<file path="src/rtl/clk_wiz_rst_seq_if.sv">
// Handshake bundle between the clock-wizard reset sequencer and its surroundings.
// The slave modport is the sequencer; the master modport drives lock/control inputs.
interface clk_wiz_rst_seq_if;
   logic       i_locked;
   logic       i_force_reset;
   logic       i_retry;
   logic       o_mmcm_resetn;
   logic       o_sys_rst;
   logic       o_ready;
   logic       o_fail;
   logic       o_lock_lost;
   logic [3:0] o_retry_cnt;
   logic [7:0] o_loss_cnt;
   logic [2:0] o_state;

   modport slave (
      input  i_locked, i_force_reset, i_retry,
      output o_mmcm_resetn, o_sys_rst, o_ready, o_fail, o_lock_lost,
             o_retry_cnt, o_loss_cnt, o_state
   );

   modport master (
      output i_locked, i_force_reset, i_retry,
      input  o_mmcm_resetn, o_sys_rst, o_ready, o_fail, o_lock_lost,
             o_retry_cnt, o_loss_cnt, o_state
   );
endinterface

</file>
<file path="src/rtl/clk_wiz_rst_seq.sv">
// Reset/lock sequencer for the clocking wizard: pulses its resetn, qualifies locked,
// retries on timeout or lock loss, and releases a system reset once clocks are good.
module clk_wiz_rst_seq #(
   parameter int unsigned RST_CYCLES    = 8,
   parameter int unsigned LOCK_TIMEOUT  = 1000,
   parameter int unsigned STABLE_CYCLES = 16,
   parameter int unsigned MAX_RETRY     = 3,
   parameter int unsigned SYNC_STAGES   = 2
) (
   input  logic               i_sys_clk,
   input  logic               i_rst,
   clk_wiz_rst_seq_if.slave   bus
);

   localparam int unsigned CNT_MAX_A = (RST_CYCLES > LOCK_TIMEOUT) ? RST_CYCLES : LOCK_TIMEOUT;
   localparam int unsigned CNT_MAX   = (CNT_MAX_A > STABLE_CYCLES) ? CNT_MAX_A : STABLE_CYCLES;
   localparam int unsigned CNT_W     = $clog2(CNT_MAX + 1);
   localparam int unsigned RTY_W     = 4;
   localparam int unsigned LOSS_W    = 8;

   typedef enum logic [2:0] {
      S_RESET_HOLD = 3'd0,
      S_WAIT_LOCK  = 3'd1,
      S_STABLE     = 3'd2,
      S_RUN        = 3'd3,
      S_FAIL       = 3'd4
   } state_e;

   state_e               state_q, state_d;
   logic [CNT_W-1:0]     cnt_q, cnt_d;
   logic [RTY_W-1:0]     retry_q, retry_d;
   logic [LOSS_W-1:0]    loss_q, loss_d;
   logic                 lost_q, lost_d;
   logic                 resetn_q, sys_rst_q, ready_q, fail_q;
   logic [SYNC_STAGES-1:0] sync_q;
   logic                 lk;
   logic                 fail_attempt;

   assign lk = sync_q[SYNC_STAGES-1];

   // Next-state: one shared timer restarts on every state change.
   always_comb begin
      state_d      = state_q;
      cnt_d        = cnt_q + CNT_W'(1);
      retry_d      = retry_q;
      loss_d       = loss_q;
      lost_d       = 1'b0;
      fail_attempt = 1'b0;
      case (state_q)
         S_RESET_HOLD: begin
            if (cnt_q == CNT_W'(RST_CYCLES - 1)) begin
               state_d = S_WAIT_LOCK;
               cnt_d   = '0;
            end
         end
         S_WAIT_LOCK: begin
            if (lk) begin
               state_d = S_STABLE;
               cnt_d   = '0;
            end else if (cnt_q == CNT_W'(LOCK_TIMEOUT - 1)) begin
               fail_attempt = 1'b1;
            end
         end
         S_STABLE: begin
            if (!lk) begin
               state_d = S_WAIT_LOCK;
               cnt_d   = '0;
            end else if (cnt_q == CNT_W'(STABLE_CYCLES - 1)) begin
               state_d = S_RUN;
               cnt_d   = '0;
               retry_d = '0;
            end
         end
         S_RUN: begin
            cnt_d = cnt_q;
            if (!lk) begin
               fail_attempt = 1'b1;
               lost_d       = 1'b1;
               loss_d       = (loss_q == {LOSS_W{1'b1}}) ? loss_q : loss_q + LOSS_W'(1);
            end
         end
         S_FAIL: begin
            cnt_d = cnt_q;
            if (bus.i_retry) begin
               state_d = S_RESET_HOLD;
               cnt_d   = '0;
               retry_d = '0;
            end
         end
         default: begin
            state_d = S_RESET_HOLD;
            cnt_d   = '0;
         end
      endcase

      if (fail_attempt) begin
         retry_d = retry_q + RTY_W'(1);
         state_d = (retry_d == RTY_W'(MAX_RETRY)) ? S_FAIL : S_RESET_HOLD;
         cnt_d   = '0;
      end

      // A forced restart overrides any timeout or lock drop in the same cycle.
      if (bus.i_force_reset && (state_q != S_FAIL)) begin
         state_d = S_RESET_HOLD;
         cnt_d   = '0;
         retry_d = retry_q;
         loss_d  = loss_q;
         lost_d  = 1'b0;
      end
   end

   // State, counters and outputs; outputs are decoded from the next state.
   always_ff @(posedge i_sys_clk or posedge i_rst) begin
      if (i_rst) begin
         state_q   <= S_RESET_HOLD;
         cnt_q     <= '0;
         retry_q   <= '0;
         loss_q    <= '0;
         lost_q    <= 1'b0;
         resetn_q  <= 1'b0;
         sys_rst_q <= 1'b1;
         ready_q   <= 1'b0;
         fail_q    <= 1'b0;
         sync_q    <= '0;
      end else begin
         state_q   <= state_d;
         cnt_q     <= cnt_d;
         retry_q   <= retry_d;
         loss_q    <= loss_d;
         lost_q    <= lost_d;
         resetn_q  <= (state_d == S_WAIT_LOCK) || (state_d == S_STABLE) || (state_d == S_RUN);
         sys_rst_q <= (state_d != S_RUN);
         ready_q   <= (state_d == S_RUN);
         fail_q    <= (state_d == S_FAIL);
         sync_q    <= {sync_q[SYNC_STAGES-2:0], bus.i_locked};
      end
   end

   assign bus.o_mmcm_resetn = resetn_q;
   assign bus.o_sys_rst     = sys_rst_q;
   assign bus.o_ready       = ready_q;
   assign bus.o_fail        = fail_q;
   assign bus.o_lock_lost   = lost_q;
   assign bus.o_retry_cnt   = retry_q;
   assign bus.o_loss_cnt    = loss_q;
   assign bus.o_state       = 3'(state_q);

endmodule

</file>
<file path="src/flat_wrapper.sv">
// flat-port wrapper written by rule: the top's interface ports become plain ports
module clk_wiz_rst_seq_flat 
#(
   parameter int unsigned RST_CYCLES    = 8,
   parameter int unsigned LOCK_TIMEOUT  = 1000,
   parameter int unsigned STABLE_CYCLES = 16,
   parameter int unsigned MAX_RETRY     = 3,
   parameter int unsigned SYNC_STAGES   = 2
)
  (i_sys_clk, i_rst, bus_i_locked, bus_i_force_reset, bus_i_retry, bus_o_mmcm_resetn, bus_o_sys_rst, bus_o_ready, bus_o_fail, bus_o_lock_lost, bus_o_retry_cnt, bus_o_loss_cnt, bus_o_state);
  clk_wiz_rst_seq_if bus_i ();
  input  logic i_sys_clk;
  input  logic i_rst;
  input wire logic [$bits(bus_i.i_locked)-1:0] bus_i_locked;
  input wire logic [$bits(bus_i.i_force_reset)-1:0] bus_i_force_reset;
  input wire logic [$bits(bus_i.i_retry)-1:0] bus_i_retry;
  output wire logic [$bits(bus_i.o_mmcm_resetn)-1:0] bus_o_mmcm_resetn;
  output wire logic [$bits(bus_i.o_sys_rst)-1:0] bus_o_sys_rst;
  output wire logic [$bits(bus_i.o_ready)-1:0] bus_o_ready;
  output wire logic [$bits(bus_i.o_fail)-1:0] bus_o_fail;
  output wire logic [$bits(bus_i.o_lock_lost)-1:0] bus_o_lock_lost;
  output wire logic [$bits(bus_i.o_retry_cnt)-1:0] bus_o_retry_cnt;
  output wire logic [$bits(bus_i.o_loss_cnt)-1:0] bus_o_loss_cnt;
  output wire logic [$bits(bus_i.o_state)-1:0] bus_o_state;
  assign bus_i.i_locked = bus_i_locked;
  assign bus_i.i_force_reset = bus_i_force_reset;
  assign bus_i.i_retry = bus_i_retry;
  assign bus_o_mmcm_resetn = bus_i.o_mmcm_resetn;
  assign bus_o_sys_rst = bus_i.o_sys_rst;
  assign bus_o_ready = bus_i.o_ready;
  assign bus_o_fail = bus_i.o_fail;
  assign bus_o_lock_lost = bus_i.o_lock_lost;
  assign bus_o_retry_cnt = bus_i.o_retry_cnt;
  assign bus_o_loss_cnt = bus_i.o_loss_cnt;
  assign bus_o_state = bus_i.o_state;
  clk_wiz_rst_seq #(.RST_CYCLES(RST_CYCLES), .LOCK_TIMEOUT(LOCK_TIMEOUT), .STABLE_CYCLES(STABLE_CYCLES), .MAX_RETRY(MAX_RETRY), .SYNC_STAGES(SYNC_STAGES)) u_core (.i_sys_clk(i_sys_clk), .i_rst(i_rst), .bus(bus_i));
endmodule
</file>
<file path="config.mk">
export PLATFORM = sky130hd
export DESIGN_NAME = clk_wiz_rst_seq_flat
export DESIGN_NICKNAME = d
export VERILOG_FILES = /design/src/rtl/clk_wiz_rst_seq_if.sv /design/src/rtl/clk_wiz_rst_seq.sv /design/src/flat_wrapper.sv
export SDC_FILE = /design/constraint.sdc
export NUM_CORES = 1
export LEC_CHECK = 0
export ABC_AREA = 1
export ABC_CLOCK_PERIOD_IN_PS = 3400
export BUFFER_PORTS_ARGS = -buffer_cell sky130_fd_sc_hd__buf_4
export CAP_MARGIN = 20
export CORE_UTILIZATION = 50
export CTS_BUF_LIST = sky130_fd_sc_hd__clkbuf_4 sky130_fd_sc_hd__clkbuf_8
export DETAILED_ROUTE_END_ITERATION = 7
export MAX_ROUTING_LAYER = met4
export PLACE_DENSITY = 0.77
export SYNTH_ARGS = -nofsm -noshare
export SYNTH_HDL_FRONTEND = slang
export SYNTH_SLANG_ARGS = --single-unit
</file>
<file path="constraint.sdc">
create_clock -name i_sys_clk -period 3.4 [get_ports i_sys_clk]
set_clock_uncertainty 0.1 [all_clocks]
set_input_delay 0.34 -clock i_sys_clk [delete_from_list [all_inputs] [get_ports i_sys_clk]]
set_output_delay 0.34 -clock i_sys_clk [all_outputs]
set_load 0.005 [all_outputs]
</file>
Word level (Yosys, flattened, before mapping)

Cells that the tools add are included.

Register bits after elaboration: 32
Output and inout bits: 20
Word-level logic and storage cells: 72

Add/sub/neg operators: 3
Equal/unequal tests: 20
Multiplexer cells: 28
Bitwise gates (word level): 3
Reductions and logical operators: 8

Operators by type and width:

| kind                  | count |
|---|---|
| $mux 10               | 7 |
| $pmux 10 s5           | 1 |
| $mux 3                | 8 |
| $mux 4                | 4 |
| $pmux 3 s5            | 1 |
| $eq 3x2->1 const B    | 4 |
| $add 10x1->10 const B | 1 |
| $eq 10x10->1 const B  | 1 |
| $eq 10x3->1 const B   | 1 |
| $eq 10x4->1 const B   | 1 |
| $ne 3x1->1 const B    | 3 |
| $add 8x1->8 const B   | 1 |
| $eq 8x8->1 const B    | 1 |
| $pmux 4 s2            | 1 |
| $eq 3x1->1 const B    | 2 |
| $eq 3x3->1 const B    | 2 |
| $ne 3x2->1 const B    | 2 |
| $mux 1                | 5 |
| $reduce_and 5->1      | 1 |
| $add 4x1->4 const B   | 1 |
| $eq 4x2->1 const B    | 1 |
| $ne 4x2->1 const B    | 1 |
| $reduce_and 4->1      | 1 |
| $logic_not 3->1       | 1 |
| other kinds (7)       | 10 |

Logic depth before layout (Yosys ltp)

Depth in word-level cells: 9
Gate-level depth with buffers: 12
Gate-level depth less buffers: 12

Worst setup path after synthesis

No wires, ideal clock.

Path type: register -> register
Start point: register u_core.cnt_q[0]
End point: register u_core.cnt_q[3]
Setup time: 129 ps
Data arrival time: 1364 ps
Slack: 1807 ps
Stages on the path, launching flop included: 9
Buffers on the path: 0
Period minus slack after synthesis: 1593 ps
Path through: dfrtp_1 -> ha_1 -> nand2_2 -> nor2_4 -> nand4_4 -> nand2_1 -> nand3_2 -> nand2_4 -> o22ai_2

Cells in the longest elaborated chain, start to end: 6
Elaborated cells between the ends (all ways): 17
Classes of those cells: add/sub (1); eq/ne (5); mux (10); reduce/logical (1)

RTL lines:

| element                                            | RTL line                                     | RTL |
|---|---|---|
| from (decl)                                        | clk_wiz_rst_seq.sv:30                        | `logic [CNT_W-1:0] cnt_q, cnt_d;` |
| from (signal assigned)                             | clk_wiz_rst_seq.sv:127                       | `cnt_q <= cnt_d;` |
| $add 10x1->10 (tied with other cells)              | clk_wiz_rst_seq.sv:44                        | `cnt_d = cnt_q + CNT_W'(1);` |
| $mux 10 / $mux 1 (equally long branches)           | clk_wiz_rst_seq.sv:68, clk_wiz_rst_seq.sv:60 |  |
| $mux 10 / $mux 1 (equally long branches)           | clk_wiz_rst_seq.sv:65, clk_wiz_rst_seq.sv:57 |  |
| $pmux 10 s5 / $pmux 1 s2 (equally long branches)   | clk_wiz_rst_seq.sv:49                        | `case (state_q)` |
| $mux 10 (tied with other cells)                    | clk_wiz_rst_seq.sv:96                        | `if (fail_attempt) begin` |
| $mux 10 / $reduce_and 2->1 (equally long branches) | --                                           |  |

Parallel ways exist; a longest one is shown, timed or not.
A chain may end at the register's enable or synchronous reset.

Final worst setup path

Start point: register u_core.cnt_q[0]
End point: register u_core.cnt_q[0]

Same word-level chain as after synthesis.

==> impl_results.md <==
* Share of cells above drive strength 1 at 31.0%
* Slew Viols, Final at 0
* Placed wire-length estimate at 2.41 mm
* Hold buffer count at CTS at 1
* Via count at 1438
* Maximum root-to-sink buffer count at 2
* Core area at 3390 µm²
* Die Span Y at 61.9 µm
* Leak at 1.05 nW
* Post-synthesis register bit count at 32
* DRT antenna net count at 0
* Row count at 21
* Max Clock Freq at 578 MHz
* Syn nets at 213
* Yosys warns at 0
* Die width at 61.9 µm
* Wire length per cell at 11.4 µm
* RD Place Congestion at 0.855
* Drt initial violations at 51
* Die area at 3830 µm²
* Min-delay worst type: in2reg
* Initial DRT Pass Iterations at 4
* RSZ-0062 raised after global routing: false
* Crit Path Category: reg2reg
* Crit path launch: u_core.cnt_q[0]
* WHS at 0.203 ns
* Post-Route WL at 3.26 mm
* Required time of the critical path at 3.52 ns
* GRT Total Usage at 20.7%
* Worst VDD drop at 0.246 mV
* Final Cycle Share at 50.9%
* Measured slew at the worst slew-check pin at 0.397 ns
* Worst EP arrival at 1.85 ns
* Outcome: finished clean
* Syn avg cell area at 8.78 µm²
* I/O Buffers at 24
* Initial antenna violation count at 0
* Clk_lat worst skew at 0.35 ns
* Worst Setup Start Kind: register
* Critical-path maximum fanout at 7
* First-pass GRT wire length at 5.45 mm
* Final setup vio count at 0
* Fin. Hold Viols at 0
* Worst r2r src: u_core.cnt_q[0]
* Max-slew headroom at 73.5%
* Largest net degree at the start of global routing at 33
* P per Cell Area at 310 nW/µm²
* CTS tree: yes
* Vias in the first global route at 1280
* Post-Syn Area at 1790 µm²
* Vias per cell at 5.05
* Netlist cell types at 29
* # IOs at 25
* Starting Density at 52.9%
* MaxCap Viol Count at 0
* Post-CTS Setup Repair Bufs at 0
* Sequential cell area fraction in the yosys report at 44.8%
* CP Capture Type: register
* Grt ovf at 0
* Syn Inst Count at 204
* Clock slew at reported path FFs at 0.11 ns
* H-tree levels at 2
* Final Critical Period at 1.73 ns
* Area growth syn-to-layout at 18.0%
* Setup TNS at 0 ns
* Final #Nets at 247
* Resize count post-CTS at 0
* TritonCTS buffer count at 5
* Clock Root Buffer: clkbuf_4
* HP Start: bus_i_retry
* Number of diodes at 0
* Core Util, Final at 62.4%
* Power, Total at 0.000655 W
* Residual DRC count at 0
* Clk sinks at 32
layout by cell type, fill, tap and decap left out:
| master | Yosys | layout |
|---|---|---|
| inv_1 | 17 | 17 |
| nand2_4 | 5 | 5 |
| nand3b_1 | 3 | 3 |
| dfrtp_1 | 31 | 31 |
| nand2_2 | 6 | 6 |
| dlygate4sd3_1 | 0 | 2 |
| clkbuf_4 | 0 | 7 |
| o21ai_2 | 4 | 4 |
| xnor2_1 | 5 | 5 |
| nand3_4 | 1 | 1 |
| dfstp_2 | 1 | 1 |
| xor2_1 | 8 | 8 |
| nor2_1 | 22 | 22 |
| nand3_1 | 21 | 21 |
| clkinv_2 | 1 | 2 |
| o21ai_0 | 2 | 2 |
| inv_2 | 8 | 8 |
| ha_1 | 4 | 4 |
| buf_4 | 0 | 25 |
| nand2_1 | 37 | 37 |
| nand3_2 | 2 | 2 |
| a31oi_1 | 1 | 1 |
| o21ai_1 | 1 | 1 |
| o211ai_2 | 1 | 1 |
| nor2_2 | 5 | 5 |
| or2_4 | 1 | 1 |
| a21oi_1 | 6 | 6 |
| clkinv_1 | 2 | 2 |
| o22ai_2 | 3 | 3 |
| nand4_4 | 1 | 1 |
| nor2_4 | 2 | 2 |
| nand4_1 | 3 | 3 |
kinds of logic after synthesis:
kind of cell | share of synthesized area (%)
DFF | 44.8
adders and majority gates | 2.79
buffers and inverters | 5.94
AOI/OAI and AO/OA | 7.61
xor gates and xnor gates | 6.35
and+or+nand+nor | 32.5
registers in the layout, summed over array words and instances (netlist names):
| register | cells |
|---|---|
| u_core.bus.o_state | 3 |
| u_core.bus.o_sys_rst | 1 |
| u_core.bus.o_retry_cnt | 4 |
| u_core.sync_q | 2 |
| u_core.cnt_q | 10 |
| u_core.bus.o_lock_lost | 1 |
| u_core.bus.o_mmcm_resetn | 1 |
| u_core.bus.o_loss_cnt | 8 |
| u_core.bus.o_fail | 1 |
| u_core.bus.o_ready | 1 |
worst max-delay path, cell delays in order, from the launching register on:
cell	delay, ns
dfrtp_1	0.46
ha_1	0.23
nand2_2	0.09
nor2_4	0.16
nand4_4	0.11
nand2_1	0.10
nand3_2	0.14
nand2_4	0.16
o21ai_2	0.07
cell usage after synthesis (all sizes together):
master,number,area share (%)
o22ai,3,2.1
nand4,4,2.2
clkinv,3,0.70
a21oi,6,1.7
nand3b,3,1.3
nand2,48,13
inv,25,5.2
dfrtp,31,43
ha,4,2.8
or2,1,0.49
nor2,29,7.6
o21ai,7,2.8
a31oi,1,0.35
nand3,24,8.0
xnor2,5,2.4
o211ai,1,0.70
xor2,8,3.9
dfstp,1,1.5
per-stage QoR:
stage	instance area, µm²	setup slack (ns)	instances
CTS	2100	1.67	284
floorplan	1790	1.81	204
finish	2110	1.67	285
global route	2110	1.53	285
global placement	2040	1.73	275
detailed placement	2040	1.68	275
layout make-up:
class                   count  area (µm²)
flip-flops and latches     32         802
fillers                   296        1270
clock inverters             1        5.00
repair buffers             27         208
clock buffers               7        52.6
inverters                  28         106
well taps                  46        57.6
multi-input cells         144         883
layer usage:
layer / up-vias / global-route usage (%) / share of wire [%]
met4: 0 / 7.62 / 1.7
met3: 6 / 6.83 / 4.7
li1: 723 / - / -
met2: 29 / 32.7 / 48
met1: 680 / 24.7 / 46
met5: - / - / 0
power breakdown:
part / internal [W] / total (W) / switching [W]
clock: 0.0000964 / 0.000228 / 0.000132
combinational: 0.0000134 / 0.0000356 / 0.0000221
sequential: 0.000385 / 0.000391 / 0.00000610
total: 0.000495 / 0.000655 / 0.000160
final timing paths:
path	to	slack [ns]	cells after the start
hold reg to reg	u_core.sync_q[1]	0.25	0
min in group asynchronous	u_core.bus.o_loss_cnt[0]	0.52	4
setup reg to reg	u_core.cnt_q[0]	1.67	8
setup / recovery	u_core.cnt_q[0]	1.67	8
max in group asynchronous	u_core.bus.o_sys_rst	2.36	4
hold / removal	u_core.bus.o_state[2]	0.20	3
No activity file was read; power rests on OpenSTA's default activity.
